===== config.mk =====
export PLATFORM = sky130hd
export DESIGN_NAME = out_port_alloc_flat
export DESIGN_NICKNAME = d
export VERILOG_FILES = /design/src/rtl/out_port_alloc_pkg.sv /design/src/rtl/out_port_alloc_if.sv /design/src/rtl/out_port_alloc_arb.sv /design/src/rtl/out_port_alloc.sv /design/src/flat_wrapper.sv
export SDC_FILE = /design/constraint.sdc
export NUM_CORES = 1
export LEC_CHECK = 0
export BUFFER_PORTS_ARGS = -buffer_cell sky130_fd_sc_hd__buf_2
export CAP_MARGIN = 10
export CORE_UTILIZATION = 44
export DETAILED_ROUTE_END_ITERATION = 10
export PLACE_DENSITY = 0.81
export SLEW_MARGIN = 20
export SYNTH_ARGS = -nofsm -noshare
export SYNTH_HDL_FRONTEND = slang
export SYNTH_SLANG_ARGS = --single-unit

===== constraint.sdc =====
create_clock -name clk_i -period 2.6 [get_ports clk_i]
set_input_delay 0.13 -clock clk_i [delete_from_list [all_inputs] [get_ports clk_i]]
set_output_delay 0.13 -clock clk_i [all_outputs]
set_load 0.02 [all_outputs]

===== src/rtl/out_port_alloc_pkg.sv =====
// Shared router definitions for the output-port allocator: FSM state
// encoding and default flit geometry.
package out_port_alloc_pkg;

  // Default number of input ports competing for one output.
  localparam int unsigned ALLOC_IN_N = 5;

  // Default flit payload width.
  localparam int unsigned FLIT_DATA_W = 32;

  // Port ownership state: IDLE arbitrates, LOCKED streams one packet.
  typedef enum logic [0:0] {
    ST_IDLE   = 1'b0,
    ST_LOCKED = 1'b1
  } alloc_state_e;

endpackage : out_port_alloc_pkg


===== src/rtl/out_port_alloc_if.sv =====
// Bundle of all flit-path signals around one output port: the input-buffer
// side (per-input valid/last/data and pop) and the output-link side.
//
// Handshake rules, both sides:
//   - A flit moves on a cycle where valid and ready are both high at the
//     rising clock edge. valid never depends on ready.
//   - Upstream: in_rdy_o is the pop for input k; at most one bit is high,
//     and only for the current owner while the port is locked.
//   - Downstream: out_vld_o/out_last_o/out_data_o come from a register and
//     hold steady while out_vld_o=1 and out_rdy_i=0.
interface out_port_alloc_if
  import out_port_alloc_pkg::*;
#(
  parameter int IN_N       = ALLOC_IN_N,
  parameter int DATA_WIDTH = FLIT_DATA_W
) ();

  localparam int SEL_W = $clog2(IN_N);

  logic [IN_N-1:0]            in_vld_i;
  logic [IN_N-1:0]            in_last_i;
  logic [IN_N*DATA_WIDTH-1:0] in_data_i;
  logic [IN_N-1:0]            in_rdy_o;
  logic                       out_vld_o;
  logic                       out_last_o;
  logic [DATA_WIDTH-1:0]      out_data_o;
  logic                       out_rdy_i;
  logic [SEL_W-1:0]           sel_o;
  logic                       locked_o;

  // Allocator side.
  modport master (
    input  in_vld_i, in_last_i, in_data_i, out_rdy_i,
    output in_rdy_o, out_vld_o, out_last_o, out_data_o, sel_o, locked_o
  );

  // Environment side: input buffers plus downstream link.
  modport slave (
    output in_vld_i, in_last_i, in_data_i, out_rdy_i,
    input  in_rdy_o, out_vld_o, out_last_o, out_data_o, sel_o, locked_o
  );

endinterface : out_port_alloc_if


===== src/rtl/out_port_alloc_arb.sv =====
// Round-robin matrix arbiter. prio_q[i][j]=1 means requester i beats j.
// A granted requester drops to lowest priority when upd_i is high, which
// gives strong fairness: every waiting requester is served within N grants.
module rr_matrix_arb
  import out_port_alloc_pkg::*;
#(
  parameter int N = ALLOC_IN_N,
  localparam int IDX_W = $clog2(N)
) (
  input  logic             clk_i,
  input  logic             rst_i,
  input  logic [N-1:0]     req_i,
  input  logic             upd_i,
  output logic [N-1:0]     gnt_o,
  output logic [IDX_W-1:0] gnt_idx_o
);

  // Diagonal stays 0 so it never blocks a requester against itself.
  logic [N-1:0] prio_q [N];
  logic [N-1:0] beaten_c;

  // Grant the active requester that no other active requester beats.
  always_comb begin
    beaten_c  = '0;
    gnt_o     = '0;
    gnt_idx_o = '0;
    for (int j = 0; j < N; j++) begin
      for (int i = 0; i < N; i++) begin
        beaten_c[j] = beaten_c[j] | (req_i[i] & prio_q[i][j]);
      end
      gnt_o[j] = req_i[j] & ~beaten_c[j];
    end
    for (int j = 0; j < N; j++) begin
      if (gnt_o[j]) gnt_idx_o = gnt_idx_o | IDX_W'(j);
    end
  end

  // Priority matrix: reset to index order, winner moves to lowest priority.
  always_ff @(posedge clk_i or posedge rst_i) begin
    if (rst_i) begin
      for (int i = 0; i < N; i++) begin
        for (int j = 0; j < N; j++) begin
          prio_q[i][j] <= (i < j);
        end
      end
    end else if (upd_i && (|gnt_o)) begin
      for (int i = 0; i < N; i++) begin
        for (int j = 0; j < N; j++) begin
          if (i != j) begin
            if (gnt_o[i])      prio_q[i][j] <= 1'b0;
            else if (gnt_o[j]) prio_q[i][j] <= 1'b1;
          end
        end
      end
    end
  end

endmodule : rr_matrix_arb


===== src/rtl/out_port_alloc.sv =====
// Wormhole output-port allocator and output stage. In IDLE the matrix
// arbiter picks a head flit; the winner then owns the port until its tail
// flit has been loaded into the output register. Flits from the owner are
// muxed and registered toward the link.
module out_port_alloc
  import out_port_alloc_pkg::*;
#(
  parameter int IN_N       = ALLOC_IN_N,
  parameter int DATA_WIDTH = FLIT_DATA_W
) (
  input  logic              clk_i,
  input  logic              rst_i,
  out_port_alloc_if.master  bus,
  output alloc_state_e      state_o
);

  localparam int SEL_W = $clog2(IN_N);

  alloc_state_e          state_q, state_d;
  logic [SEL_W-1:0]      sel_q, sel_d;
  logic                  out_vld_q;
  logic                  out_last_q;
  logic [DATA_WIDTH-1:0] out_data_q;

  logic [IN_N-1:0]       arb_gnt;
  logic [SEL_W-1:0]      arb_gnt_idx;
  logic                  arb_upd;

  logic                  own_vld;
  logic                  own_last;
  logic [DATA_WIDTH-1:0] own_data;
  logic                  accept;
  logic                  xfer;
  logic [IN_N-1:0]       in_rdy_c;

  rr_matrix_arb #(
    .N (IN_N)
  ) u_arb (
    .clk_i     (clk_i),
    .rst_i     (rst_i),
    .req_i     (bus.in_vld_i),
    .upd_i     (arb_upd),
    .gnt_o     (arb_gnt),
    .gnt_idx_o (arb_gnt_idx)
  );

  // Crossbar mux: pick the current owner's valid/last/data.
  always_comb begin
    own_vld  = 1'b0;
    own_last = 1'b0;
    own_data = '0;
    for (int k = 0; k < IN_N; k++) begin
      if (sel_q == SEL_W'(k)) begin
        own_vld  = bus.in_vld_i[k];
        own_last = bus.in_last_i[k];
        own_data = bus.in_data_i[k*DATA_WIDTH +: DATA_WIDTH];
      end
    end
  end

  // The output register can take a flit when empty or draining this cycle.
  assign accept = ~out_vld_q | bus.out_rdy_i;

  // Next-state, owner select, pop and matrix update.
  always_comb begin
    state_d  = state_q;
    sel_d    = sel_q;
    arb_upd  = 1'b0;
    in_rdy_c = '0;
    xfer     = 1'b0;
    unique case (state_q)
      ST_IDLE: begin
        // No flit is popped while arbitrating; the head waits for lock.
        if (|arb_gnt) begin
          arb_upd = 1'b1;
          sel_d   = arb_gnt_idx;
          state_d = ST_LOCKED;
        end
      end
      ST_LOCKED: begin
        in_rdy_c = IN_N'(accept) << sel_q;
        xfer     = own_vld & accept;
        if (xfer && own_last) state_d = ST_IDLE;
      end
      default: state_d = ST_IDLE;
    endcase
  end

  // FSM state and owner index.
  always_ff @(posedge clk_i or posedge rst_i) begin
    if (rst_i) begin
      state_q <= ST_IDLE;
      sel_q   <= '0;
    end else begin
      state_q <= state_d;
      sel_q   <= sel_d;
    end
  end

  // Output register: load on transfer, clear valid once drained.
  always_ff @(posedge clk_i or posedge rst_i) begin
    if (rst_i) begin
      out_vld_q  <= 1'b0;
      out_last_q <= 1'b0;
      out_data_q <= '0;
    end else if (xfer) begin
      out_vld_q  <= 1'b1;
      out_last_q <= own_last;
      out_data_q <= own_data;
    end else if (bus.out_rdy_i) begin
      out_vld_q  <= 1'b0;
    end
  end

  assign bus.in_rdy_o   = in_rdy_c;
  assign bus.out_vld_o  = out_vld_q;
  assign bus.out_last_o = out_last_q;
  assign bus.out_data_o = out_data_q;
  assign bus.sel_o      = sel_q;
  assign bus.locked_o   = (state_q == ST_LOCKED);
  assign state_o        = state_q;

endmodule : out_port_alloc


===== src/flat_wrapper.sv =====
// flat-port wrapper written by rule: the top's interface ports become plain ports
module out_port_alloc_flat import out_port_alloc_pkg::*;
#(
  parameter int IN_N       = ALLOC_IN_N,
  parameter int DATA_WIDTH = FLIT_DATA_W
)
  (clk_i, rst_i, state_o, bus_in_vld_i, bus_in_last_i, bus_in_data_i, bus_out_rdy_i, bus_in_rdy_o, bus_out_vld_o, bus_out_last_o, bus_out_data_o, bus_sel_o, bus_locked_o);
  out_port_alloc_if #(.IN_N(IN_N), .DATA_WIDTH(DATA_WIDTH)) bus_i ();
  input  logic clk_i;
  input  logic rst_i;
  output alloc_state_e state_o;
  input wire logic [$bits(bus_i.in_vld_i)-1:0] bus_in_vld_i;
  input wire logic [$bits(bus_i.in_last_i)-1:0] bus_in_last_i;
  input wire logic [$bits(bus_i.in_data_i)-1:0] bus_in_data_i;
  input wire logic [$bits(bus_i.out_rdy_i)-1:0] bus_out_rdy_i;
  output wire logic [$bits(bus_i.in_rdy_o)-1:0] bus_in_rdy_o;
  output wire logic [$bits(bus_i.out_vld_o)-1:0] bus_out_vld_o;
  output wire logic [$bits(bus_i.out_last_o)-1:0] bus_out_last_o;
  output wire logic [$bits(bus_i.out_data_o)-1:0] bus_out_data_o;
  output wire logic [$bits(bus_i.sel_o)-1:0] bus_sel_o;
  output wire logic [$bits(bus_i.locked_o)-1:0] bus_locked_o;
  assign bus_i.in_vld_i = bus_in_vld_i;
  assign bus_i.in_last_i = bus_in_last_i;
  assign bus_i.in_data_i = bus_in_data_i;
  assign bus_i.out_rdy_i = bus_out_rdy_i;
  assign bus_in_rdy_o = bus_i.in_rdy_o;
  assign bus_out_vld_o = bus_i.out_vld_o;
  assign bus_out_last_o = bus_i.out_last_o;
  assign bus_out_data_o = bus_i.out_data_o;
  assign bus_sel_o = bus_i.sel_o;
  assign bus_locked_o = bus_i.locked_o;
  out_port_alloc #(.IN_N(IN_N), .DATA_WIDTH(DATA_WIDTH)) u_core (.clk_i(clk_i), .rst_i(rst_i), .bus(bus_i), .state_o(state_o));
endmodule

Word level (Yosys, flattened, before mapping)
Cells that the tools add are included.
Storage, ports and cells
  input bits: 173
  output and inout port bits: 44
  word-level logic and storage cells: 167
  register bits after elaboration: 58
Operators by class
  reduce and logical (&&, ||, !) cells: 26
  shifts and indexed selects: 1
  multiplexer cells: 52
  bitwise logic cells: 59
  equal/unequal tests: 4
Operator list (number)
  2-to-1 mux 32 bit: 5
  2-to-1 mux 1 bit: 42
  AND 1 bit: 31
  AND reduction 2 bit: 11
  nonzero test 2 bit: 11
  OR 1 bit: 21
  NOT 1 bit: 7
  == test 3 x 2 -> 1 bit, second input constant: 2
  2-to-1 mux 5 bit: 1
  OR reduction 5 bit: 1
  << shifter 1 x 3 -> 5 bit: 1
  2-to-1 mux 2 bit: 2
  == test 3 x 1 -> 1 bit, second input constant: 1
  == test 3 bit, second input constant: 1
  logical NOT 3 bit: 1
  2-to-1 mux 3 bit: 1
  logical AND 1 bit: 2
  one-hot mux 1 bit (2 select lines): 1

Longest topological paths before layout
Gate-level depths: netlist of run 1.
  depth in word-level cells: 12
  mapped depth: 7
  depth with buffers taken out: 4

By module
A second synthesis of run 1 with hierarchy kept.
Unflattened totals
  cell total of the unflattened synthesis: 419
  area, all modules: 3956.3 um^2
By module, submodules not included
  out_port_alloc: area each 3022.9 um^2, sequential area each 950.9 um^2, cells each 327, times used 1
  rr_matrix_arb: area each 933.4 um^2, sequential area each 513.0 um^2, cells each 92, times used 1

Least setup slack after synthesis of run 1
OpenSTA, ideal clock, no wires.
  kind: register -> register
  from: register u_core.sel_q[1] (netlist: u_core.bus.sel_o[1])
  to: register u_core.out_data_q[22] (netlist: u_core.bus.out_data_o[22])
  path buffers: 3
  cell stages (with the launch flop): 7
  period minus slack after synthesis: 2030 ps
  library setup time: 125 ps
  slack: 570 ps
  arrival: 1905 ps
  required time: 2475 ps
  cell sequence: dfrtp_1 -> buf_2 -> buf_4 -> clkbuf_1 -> mux4_2 -> a22o_1 -> mux2_4
On the way
  longest elaborated chain between the ends: 8
Ends and longest elaborated chain
  from (decl): line out_port_alloc.sv:20  | logic [SEL_W-1:0] sel_q, sel_d;
  from (signal assigned): line out_port_alloc.sv:96  | sel_q <= sel_d;
  logical NOT 3 bit: line out_port_alloc.sv:53  | if (sel_q == SEL_W'(k)) begin
  2-to-1 mux 1 bit (5 in a row): line out_port_alloc.sv:53
  AND 1 bit: line out_port_alloc.sv:82  | xfer = own_vld & accept;
  2-to-1 mux 1 bit: line out_port_alloc.sv:71  | unique case (state_q)
  to (signal assigned): line out_port_alloc.sv:109  | out_data_q <= own_data;
  to (decl): line out_port_alloc.sv:23  | logic [DATA_WIDTH-1:0] out_data_q;
Several ways; a longest one is shown, not always the timed one.
A chain may end at the register's enable or synchronous reset.

Worst setup path in the final report of run 1
  from: register u_core.sel_q[2] (netlist: u_core.bus.sel_o[2])
  to: register u_core.out_data_q[5] (netlist: u_core.bus.out_data_o[5])
Same word-level chain as after synthesis.

==> results.json, run 1 <==
{
  "p_total_w": 0.00587,
  "die_y_microns": 92.4,
  "setup_tns_ns": 0,
  "fin_skew_ns": 0.00611,
  "p_per_area_mw_per_mm2": 1190,
  "setup.worst_path.class": "reg2reg",
  "drtIter0Drc": 199,
  "setup_violations": 0,
  "yosys_most_used_dff": "dfrtp_1",
  "ys_ff_latch": 58,
  "fin_cells": 586,
  "hold_path_depth": 3,
  "start_util": 0.460,
  "reg2reg_to": "u_core.bus.out_data_o[5]$_DFFE_PP0P_",
  "grt_usage": 0.252,
  "num_rows": 32,
  "synth_top_area_share": 0.334,
  "wl_per_cell_microns": 18.1,
  "layout.nets": 652,
  "drive_gt1_frac": 0.634,
  "r2r-start": "u_core.bus.sel_o[2]$_DFFE_PP0P_",
  "fin_crit_sh": 0.880,
  "cp_max_fo": 33,
  "status": "complete, no violations",
  "diodes": 0,
  "clkTransAtPathRegs_ns": 0.07,
  "yosys.area.top_type": "dfrtp_1",
  "worst_skew_pair.late_latency_ns": 0.33,
  "yosys-top-cells-area": "dfrtp_1 33%, mux4_2 21%, dfstp_2 7.3%, a22o_1 7.1%, mux2_1 5.0%",
  "yosys_warnings": 5,
  "cts_setup_buffers": 0,
  "drc": 0,
  "dr.pass1.iters": 4,
  "syn_inst": 261,
  "tightest_slew_ns": 1.01,
  "syn-cell-area_sq_mm": 0.00359,
  "cts_buffers": 9,
  "grt_max_degree": 35,
  "num_vias": 3270,
  "r2r_slack_ns": 0.31,
  "ctsResizeCount": 0,
  "crit_arrival_ns": 2.49,
  "grt_pass1_vias": 3421,
  "slew_viol_final": 0,
  "reg2regPathDepth": 3,
  "pin_count": 217,
  "wl_microns": 10600,
  "cts.htree.levels": 3,
  "rsz0062_at_grt": "false",
  "start_kind": "flip-flop",
  "leakagePower_nw": 2.48,
  "cp.required_ns": 2.81,
  "grt_first_pass_wirelength_microns": 16800,
  "areaGrowthSynthToFinish_pct": 37.4,
  "grt_overflow": 0,
  "core_sq_mm": 0.00781,
  "synth_area_per_cell_sq_um": 13.8,
  "io_buffers": 216,
  "clock-sinks": 58,
  "maxSlewHeadroom": 0.323,
  "gp_congestion": 0.814,
  "cts_buffer_depth": 2,
  "synth_edf_count": 0,
  "endpoint_kind": "flip-flop",
  "min_from": "bus_in_data_i[143]",
  "die_w_microns": 92.4,
  "min_period_ns": 2.29,
  "die-area_sq_mm": 0.00853,
  "via_per_inst": 5.58,
  "async_flop_share": 1.00,
  "fmax_mhz": 437,
  "cts_hold_buf": 1,
  "drt.antenna.violating_nets": 0,
  "dp_cells": 569,
  "antenna_found_initial": 0,
  "cts_tree": "built",
  "ys_types": 38,
  "ys_seq_area_frac": 0.407,
  "hold_end": "u_core.bus.out_data_o[15]$_DFFE_PP0P_",
  "syn-num-nets": 434,
  "ir_drop_mv": 0.620,
  "finalHoldViolCount": 0,
  "cap_violations": 0,
  "fillerInstances": 663,
  "dp_hpwl_microns": 8150,
  "cts_root_buf": "clkbuf_8",
  "hp-class": "in2reg"
}
## power breakdown
group	internal, W	switching (W)	leakage, nW
clock	0.000394	0.000347	0.0932
combinational	0.00175	0.00160	1.69
sequential	0.00142	0.000357	0.690
total	0.00356	0.00230	2.48
## registers in the layout, summed over array words and instances (netlist names)
signal	cells
u_core.bus.locked_o	1
u_core.bus.out_vld_o	1
u_core.bus.out_last_o	1
u_core.bus.sel_o	3
u_core.u_arb.prio_q	20
u_core.bus.out_data_o	32
## critical path: stages, from the launching register on
cell	delay, ns
dfrtp_1	0.50
clkinv_1	0.86
a22o_1	0.50
mux2_1	0.29
## worst max-delay path by stage
stage                                            endpoint                            start
floorplan           u_core.bus.out_data_o[22]$_DFFE_PP0P_  u_core.bus.sel_o[1]$_DFFE_PP0P_
global placement    u_core.bus.out_data_o[17]$_DFFE_PP0P_  u_core.bus.sel_o[0]$_DFFE_PP0P_
detailed placement  u_core.bus.out_data_o[17]$_DFFE_PP0P_  u_core.bus.sel_o[0]$_DFFE_PP0P_
CTS                 u_core.bus.out_data_o[17]$_DFFE_PP0P_  u_core.bus.sel_o[0]$_DFFE_PP0P_
global route         u_core.bus.out_data_o[6]$_DFFE_PP0P_  u_core.bus.sel_o[2]$_DFFE_PP0P_
finish               u_core.bus.out_data_o[5]$_DFFE_PP0P_  u_core.bus.sel_o[2]$_DFFE_PP0P_
## Yosys cell counts, drive strengths merged (2+ instances only)
library cell and n:
mux2 31, dfrtp 48, inv 7, a21oi 4, nor2 6, clkbuf 10, nand2 10, buf 12
o21ai 2, mux2i 3, nor4b 2, dfstp 10, o21a 20, or2 5, a21o 2, a22oi 4
a222oi 5, a22o 29, mux4 33, nand3 7
## final cells by class
class                   instances  area (sq um)  area share
clock buffers                  13           159      0.0322
clock inverters                 3          15.0     0.00304
inverters                       7          26.3     0.00532
multi-input cells             174          1960       0.398
flip-flops and latches         58          1470       0.297
well taps                     102           128      0.0258
repair buffers                229          1180       0.239
## cells by family (layout without fill, tap and decap cells)
group / Yosys count / after routing / share of synthesized area
AO/OA/AOI/OAI: 72 / 72 / 0.170
buffers and inverters: 29 / 252 / 0.0463
flip-flops: 58 / 58 / 0.407
multiplexers: 67 / 67 / 0.323
AND/OR/NAND/NOR: 35 / 35 / 0.0540
## layout by cell type (no fill, tap or decap), drive strengths merged, types with 3 or more instances in the layout
master and count:
nand2 10, a22oi 4, clkbuf 13, nand3 7
buf 228, mux2 31, a22o 29, mux4 33
dfstp 10, mux2i 3, dfrtp 48, clkinv 4
or2 5, a21oi 4, o21a 20, nor2 6
inv 6, a222oi 5
## layer usage
layer / vias to the layer above / routed length (microns) / global-route usage
li1: 1485 / - / -
met1: 1623 / 4280 / 0.310
met2: 152 / 5550 / 0.448
met3: 10 / 689 / 0.0632
met4: 0 / 87 / 0.0508
met5: - / 0 / 0
## metrics by stage
step	instance area [sq um]	utilization	setup slack [ns]	hold WS (ns)
after floorplan	3590	-	0.570	0.347
after global placement	4760	0.609	0.434	0.0924
after detailed placement	4760	0.609	0.394	0.0982
after CTS	4940	0.633	0.389	0.102
after global routing	4940	0.633	0.157	0.0961
final	4940	0.633	0.313	0.118
Power figures use the tool's default switching activity.
==> inputs of run 2 (changes only) <==
--- a/config.mk
+++ b/config.mk
@@ -9,6 +9,7 @@
 export CAP_MARGIN = 10
 export CORE_UTILIZATION = 44
 export DETAILED_ROUTE_END_ITERATION = 10
+export HOLD_SLACK_MARGIN = 0.15
 export PLACE_DENSITY = 0.81
 export SLEW_MARGIN = 20
 export SYNTH_ARGS = -nofsm -noshare
==> results.json, run 2 (synthesis results as in run 1) <==
{
  "status": "complete, no violations",
  "clock-sinks": 58,
  "setup_tns_ns": 0,
  "grt_first_pass_wirelength_microns": 17400,
  "layout.nets": 676,
  "fillerInstances": 625,
  "fin_skew_ns": 0.00636,
  "cap_violations": 0,
  "drc": 0,
  "slowest_stage": "clkinv_1",
  "ir_drop_mv": 0.618,
  "clkTransAtPathRegs_ns": 0.07,
  "final_cell_mix": "216 x buf_2, 46 x dfrtp_1, 33 x mux4_2, 29 x a22o_1, 25 x dlygate4sd3_1",
  "grt_overflow": 0,
  "wl_per_cell_microns": 17.8,
  "cts_tree": "built",
  "tightest_slew_ns": 0.985,
  "p_per_area_mw_per_mm2": 1140,
  "setup_violations": 0,
  "start_util": 0.460,
  "worst_skew_pair.late_latency_ns": 0.33,
  "cts_root_buf": "clkbuf_8",
  "via_per_inst": 5.61,
  "power.share.switching": 0.392,
  "dp_hpwl_microns": 8150,
  "min_period_ns": 2.28,
  "gp_congestion": 0.814,
  "ctsResizeCount": 0,
  "setup.worst_path.class": "reg2reg",
  "cts.htree.levels": 3,
  "die_w_microns": 92.4,
  "areaGrowthSynthToFinish_pct": 44.1,
  "antenna_found_initial": 0,
  "grt_pass1_vias": 3575,
  "final_common_cell": "buf_2",
  "num_rows": 32,
  "cp.required_ns": 2.81,
  "crit_arrival_ns": 2.50,
  "hp-class": "in2reg",
  "cts_buffers": 9,
  "drtIter0Drc": 190,
  "cp_max_fo": 33,
  "io_buffers": 216,
  "slew_viol_final": 0,
  "start_kind": "flip-flop",
  "drt.antenna.violating_nets": 0,
  "finalHoldViolCount": 0,
  "die-area_sq_mm": 0.00853,
  "core_sq_mm": 0.00781,
  "pin_count": 217,
  "crit_start": "u_core.bus.sel_o[2]$_DFFE_PP0P_",
  "grt_max_degree": 35,
  "holdWs_ns": 0.162,
  "largest_reg_flops": 32,
  "die_y_microns": 92.4,
  "fin_crit_sh": 0.877,
  "drive_gt1_frac": 0.604,
  "grt_usage": 0.260,
  "num_vias": 3424,
  "r2r-start": "u_core.bus.sel_o[2]$_DFFE_PP0P_",
  "combPwrFrac": 0.574,
  "diodes": 0,
  "wl_microns": 10900,
  "p_clk_frac": 0.126,
  "p_int_w": 0.00358,
  "rsz0062_at_grt": "false",
  "power_frac_seq": 0.300,
  "fmax_mhz": 438,
  "leakagePower_nw": 2.58,
  "cts_buffer_depth": 2,
  "dr.pass1.iters": 4,
  "cpPeakStageDelay_ns": 0.84,
  "crit_chain": "clkinv_1, a22o_1, mux2_1",
  "min_from": "bus_in_data_i[131]",
  "endpoint_kind": "flip-flop",
  "p_sw_w": 0.00231,
  "maxSlewHeadroom": 0.339
}
==> run 2: area by class of cell <==
class                   count  area, sq um  share of cell area
well taps                 102          128              0.0246
flip-flops and latches     58         1470               0.283
inverters                   7         26.3             0.00507
clock inverters             3         15.0             0.00290
multi-input cells         174         1960               0.379
repair buffers            253         1420               0.274
clock buffers              13          159              0.0307
==> run 2: final timing paths <==
check | end | cells past startpoint | slack (ns)
worst min register to register | u_core.bus.out_data_o[8]$_DFFE_PP0P_ | 1 | 0.48
worst max register to register | u_core.bus.out_data_o[29]$_DFFE_PP0P_ | 3 | 0.32
max in group asynchronous | u_core.u_arb.prio_q[17]$_DFFE_PP1P_ | 4 | 1.64
worst max-delay path | u_core.bus.out_data_o[29]$_DFFE_PP0P_ | 3 | 0.32
worst min-delay path | u_core.bus.out_data_o[3]$_DFFE_PP0P_ | 3 | 0.16
min in group asynchronous | u_core.u_arb.prio_q[10]$_DFFE_PP0P_ | 3 | 0.29
==> run 2: worst max-delay path, delay by kind of cell (launching register included) <==
family                 cells  cell delay, ns
buffers and inverters      1            0.84
flip-flops                 1            0.50
multiplexers               1            0.30
AO/OA/AOI/OAI              1            0.51
==> run 2: repair_timing <==
action,CTS,global route
hold endpoints to repair,80,0
hold buffers,25,0
buffers inserted,0,0
==> run 2: through the flow <==
stage	cell area, sq um	setup WS [ns]	power, W	std cells	utilization
5_1_grt	5180	0.140	0.00627	610	0.663
2_1_floorplan	3590	0.570	0.00431	261	-
4_1_cts	5180	0.389	0.00595	610	0.663
3_5_place_dp	4760	0.394	0.00515	569	0.609
3_3_place_gp	4760	0.434	0.00503	569	0.609
6_report	5180	0.319	0.00590	610	0.663
==> run 2: power groups by stage <==
stage	logic (W)	registers, W	clock network, W
after global routing	0.00364	0.00183	0.000801
after global placement	0.00327	0.00176	0
after CTS	0.00341	0.00178	0.000763
after detailed placement	0.00337	0.00179	0
after floorplan	0.00234	0.00198	0
final	0.00338	0.00177	0.000742
==> run 2: routing by layer <==
layer,share of wire,GRT usage,vias to the layer above
met5,0,0,-
met3,0.073,0.0632,17
met4,0.014,0.0625,0
met2,0.52,0.464,181
li1,-,-,1533
met1,0.39,0.316,1693
